<file path="src/rtl/spi_sdc.sv">
// divMMC SD-card SPI master: port 0xE7 drives card chip-select, port 0xEB exchanges one byte (mode 0, MSB first).
// Build option SDC_FAST_EN: SPI ticks on both 7 MHz phases (cen and cep), so a byte takes 4 T-states instead of 8.
module spi_sdc #(
  parameter logic [7:0] PORT_CS   = 8'hE7,
  parameter logic [7:0] PORT_DATA = 8'hEB,
  parameter logic [7:0] IDLE_TX   = 8'hFF
) (
  input  logic       clock,
  input  logic       reset,
  input  logic       enable,
  input  logic       ce,
  input  logic       cen,
  input  logic       cep,
  input  logic       iorq,
  input  logic       rd,
  input  logic       wr,
  input  logic [7:0] a,
  input  logic [7:0] d,
  output logic [7:0] q,
  output logic       cs,
  output logic       ck,
  output logic       mosi,
  input  logic       miso
);

`ifdef SDC_FAST_EN
  localparam bit FAST = 1'b1;
`else
  localparam bit FAST = 1'b0;
`endif

  logic       busy;
  logic       taken;
  logic       sbit;
  logic [3:0] cnt;
  logic [7:0] sreg;
  logic [7:0] rx;

  logic       tick;
  logic       io;
  logic       hit_cs;
  logic       hit_data;
  logic       start;
  logic [7:0] tx;

  always_comb begin
    tick     = cep || (FAST && cen);
    // io qualifies a fresh bus access; taken blocks re-triggering for the rest of it
    io       = ce && !iorq && (!rd || !wr) && !taken;
    hit_cs   = io && !wr && (a == PORT_CS);
    hit_data = io && (a == PORT_DATA);
    start    = enable && hit_data && !busy;
    tx       = !wr ? d : IDLE_TX;
    q        = enable ? rx : '1;
  end

  always_ff @(posedge clock) begin
    if (reset) begin
      cs    <= 1'b1;
      ck    <= 1'b0;
      mosi  <= 1'b1;
      rx    <= '1;
      busy  <= 1'b0;
      cnt   <= '0;
      taken <= 1'b0;
      sreg  <= '0;
      sbit  <= 1'b0;
    end else begin
      if (ce) begin
        if (iorq)
          taken <= 1'b0;
        else if (hit_cs || hit_data)
          taken <= 1'b1;
      end

      if (!enable) begin
        cs   <= 1'b1;
        busy <= 1'b0;
        ck   <= 1'b0;
        mosi <= 1'b1;
        cnt  <= '0;
      end else begin
        if (hit_cs)
          cs <= d[0];

        // a start on the same clock as a tick swallows that tick
        if (start) begin
          sreg <= tx;
          mosi <= tx[7];
          ck   <= 1'b0;
          cnt  <= '0;
          busy <= 1'b1;
        end else if (busy && tick) begin
          cnt <= cnt + 4'd1;
          if (cnt == 4'd15) begin
            rx   <= {sreg[6:0], sbit};
            busy <= 1'b0;
            mosi <= 1'b1;
            ck   <= 1'b0;
          end else if (!ck) begin
            ck   <= 1'b1;
            sbit <= miso;
          end else begin
            ck   <= 1'b0;
            sreg <= {sreg[6:0], sbit};
            mosi <= sreg[6];
          end
        end
      end
    end
  end

endmodule

</file>
<file path="config.mk">
export PLATFORM = sky130hd
export DESIGN_NAME = spi_sdc
export DESIGN_NICKNAME = d
export VERILOG_FILES = /design/src/rtl/spi_sdc.sv
export SDC_FILE = /design/constraint.sdc
export NUM_CORES = 1
export LEC_CHECK = 0
export CELL_PAD_IN_SITES_DETAIL_PLACEMENT = 1
export CELL_PAD_IN_SITES_GLOBAL_PLACEMENT = 1
export CORE_MARGIN = 4
export CORE_UTILIZATION = 30
export CTS_CLUSTER_SIZE = 16
export DETAILED_ROUTE_END_ITERATION = 10
export PLACE_DENSITY_LB_ADDON = 0.1
export SLEW_MARGIN = 20
export SYNTH_ARGS = -nofsm -noshare
export SYNTH_HDL_FRONTEND = slang
export SYNTH_SLANG_ARGS = --single-unit
</file>
<file path="constraint.sdc">
create_clock -name clock -period 3.46 [get_ports clock]
set_clock_uncertainty 0.05 [all_clocks]
set_input_delay 0.346 -clock clock [delete_from_list [all_inputs] [get_ports clock]]
set_output_delay 0.346 -clock clock [all_outputs]
set_load 0.01 [all_outputs]
</file>
==> metrics <==
hold crit path type reg -> reg; layout cells sized above 1 4.68%; Clock Tree Root clkbuf_8; Via-to-Cell Ratio about 5.0; Area Overhead vs Synth 33.9%; Fin Setup TNS 0 ps; pwr dens 314 mW/mm^2; vias in the first global route 1,129; IO Count 37; element type at the critical path start primary input; initial antenna violation count 0; Final Wtd Congestion 0.742; final hold vios 0; clock sink total 25; Max-cap violations 0; Setup crit end kind primary output; area of the core 0.00380 mm^2; RSZ-0062 raised after global routing false; Die ar. between 0.005 and 0.006 mm^2; antenna viol nets, final 0; placed inst area 0.00159 mm^2; area of the mapped netlist around 0.0012 mm^2; Tightest Pin Transition 587 ps; HPWL Detailed between 2 and 2.5 mm; maximum vdd drop 181 uV; Routed wire per std cell between 10 and 15 um; First DRT Iteration DRCs 22; CTS tree built; Overall Power 0.000515 W; top post-synthesis cells by area dfxtp_1 41%, mux2i_1 8.2%, nand2_1 7.4%, nand2b_1 5.1%, o41ai_1 4.3%; TritonRoute pass-1 iters 4; Hold Slack ~420 ps; Final Cell Area 0.00164 mm^2; IO Port Bufs 35; initial core utilization 32.2%; cts hold-fix bufs 0; number of synthesized register bits 25; max-slew violation count 0; status finished, final reports clean; Mapped Avg Cell Area slightly below 9 um^2; Inst Count DP 215; most common cell after layout, fill and taps aside clkdlybuf4s50_1; Max Root-Sink Buffers 2; Final min period 2220 ps; register area share after synthesis 40.9%; DRC viols 0; Rows 22; Yosys Warn Count 0; ant diodes 0; final worst-path cycle share 64.1%; worst skew pair latency ~270 ps; FMAX 451 MHz; Final Non-Filler Cells about 220; Worst Path Required 3060 ps; Pleak 0.557 nW; cts bufs inserted 3; commonest cells after routing, fill and taps aside 35 x clkdlybuf4s50_1, 25 x dfxtp_1, 24 x nand2_1; Max-slew headroom around three fifths; CP max FO 15; clock slew seen by the registers of the worst setup and hold paths 90 ps; first-pass GRT wire length roughly 5.4 mm; GRT Util Overall 13.1%; Congestion Overflow GR 0; syn nets 168; Setup Viol. Count Final 0; setup bufs post-CTS 0; H-tree depth 1; CP Class in -> out; Fillers 441; Resized cells post-CTS 0; crit path DAT 1820 ps; Yosys cell types 35; Post-Route WL roughly 3.2 mm; largest net degree at the start of global routing 16; Die X 71.9 um; fin nets a little under 200; Die Ht 71.9 um; cell taking the most area after synthesis dfxtp_1; Synth Instances 141; vias about 1,100; post-synth top area share 40.9%
## cell families after synthesis
kind of cell,synth area share [%]
AO/OA/AOI/OAI,12.6
flip-flops,40.9
AND/OR/NAND/NOR,31.4
multiplexers,8.17
adder cells (fa/ha/maj),1.02
XOR/XNOR,2.15
buffers and inverters,3.88
## power by group
part / switching [W] / total (W) / internal (W)
Sequential: 0.0000000434 / 0.000288 / 0.000287
Clock: 0.0000979 / 0.000180 / 0.0000817
Combinational: 0.0000193 / 0.0000479 / 0.0000287
Total: 0.000117 / 0.000515 / 0.000398
## registers in the layout, summed over array words and instances (netlist names)
name and flops:
rx 8, busy 1, sbit 1, mosi 1, ck 1, taken 1
cnt 4, cs 1, sreg 7
## stage by stage
| step | worst slack, ps | utilization, % |
|---|---|---|
| 6_report | 1240 | 43.2 |
| 3_3_place_gp | 1060 | 41.9 |
| 2_1_floorplan | 1760 | - |
| 4_1_cts | 1210 | 43.2 |
| 3_5_place_dp | 991 | 41.9 |
| 5_1_grt | 1150 | 43.2 |
## Yosys cell counts, drive strengths merged
cell and number:
or3 2, o41ai 6, mux2i 10, a211oi 2
inv 1, and3 2, or3b 1, nor2b 1
nor4 1, ha 1, a41oi 1, xnor2 1
nor2 4, or2 1, xor2 2, o21ai 1
and4bb 1, nor3 9, nand4 1, dfxtp 25
nand2 24, nand4b 1, buf 3, nand2b 10
and2 1, nor4b 1, or4b 1, clkbuf 6
a21oi 9, nand3 10, o21a 2
## worst paths after layout
check / from / endpoint / slack (ps) / depth (start not counted)
worst max-delay path: enable / q[0] / 1240 / 3
worst min-delay path: rx[7] / rx[7] / 420 / 2
worst max register to register: cnt[0] / sreg[0] / 1610 / 5
worst min register to register: rx[7] / rx[7] / 420 / 2
## worst max-delay path, stage by stage
cell and delay (ps):
clkdlybuf4s50_1 710, nand2b_1 200, clkdlybuf4s50_1 550
## routing by layer
layer / vias to the layer above / wire length [um] / track usage, %
met2: 25 / 1600 / 22.9
met4: 0 / 24 / 3.76
met1: 517 / 1450 / 16.1
met5: - / 0 / 0
met3: 2 / 125 / 2.91
li1: 559 / - / -
## final cells by class
class | count | area, um^2 | area share [%]
inverter | 1 | 3.75 | 0.229
clock inverter | 1 | 7.51 | 0.458
sequential | 25 | 500 | 30.5
timing repair buffer | 35 | 350 | 21.4
tap | 48 | 60.1 | 3.66
clock buffer | 3 | 41.3 | 2.52
multi-input combinational | 106 | 677 | 41.3
No activity file was read; power rests on OpenSTA's default activity.
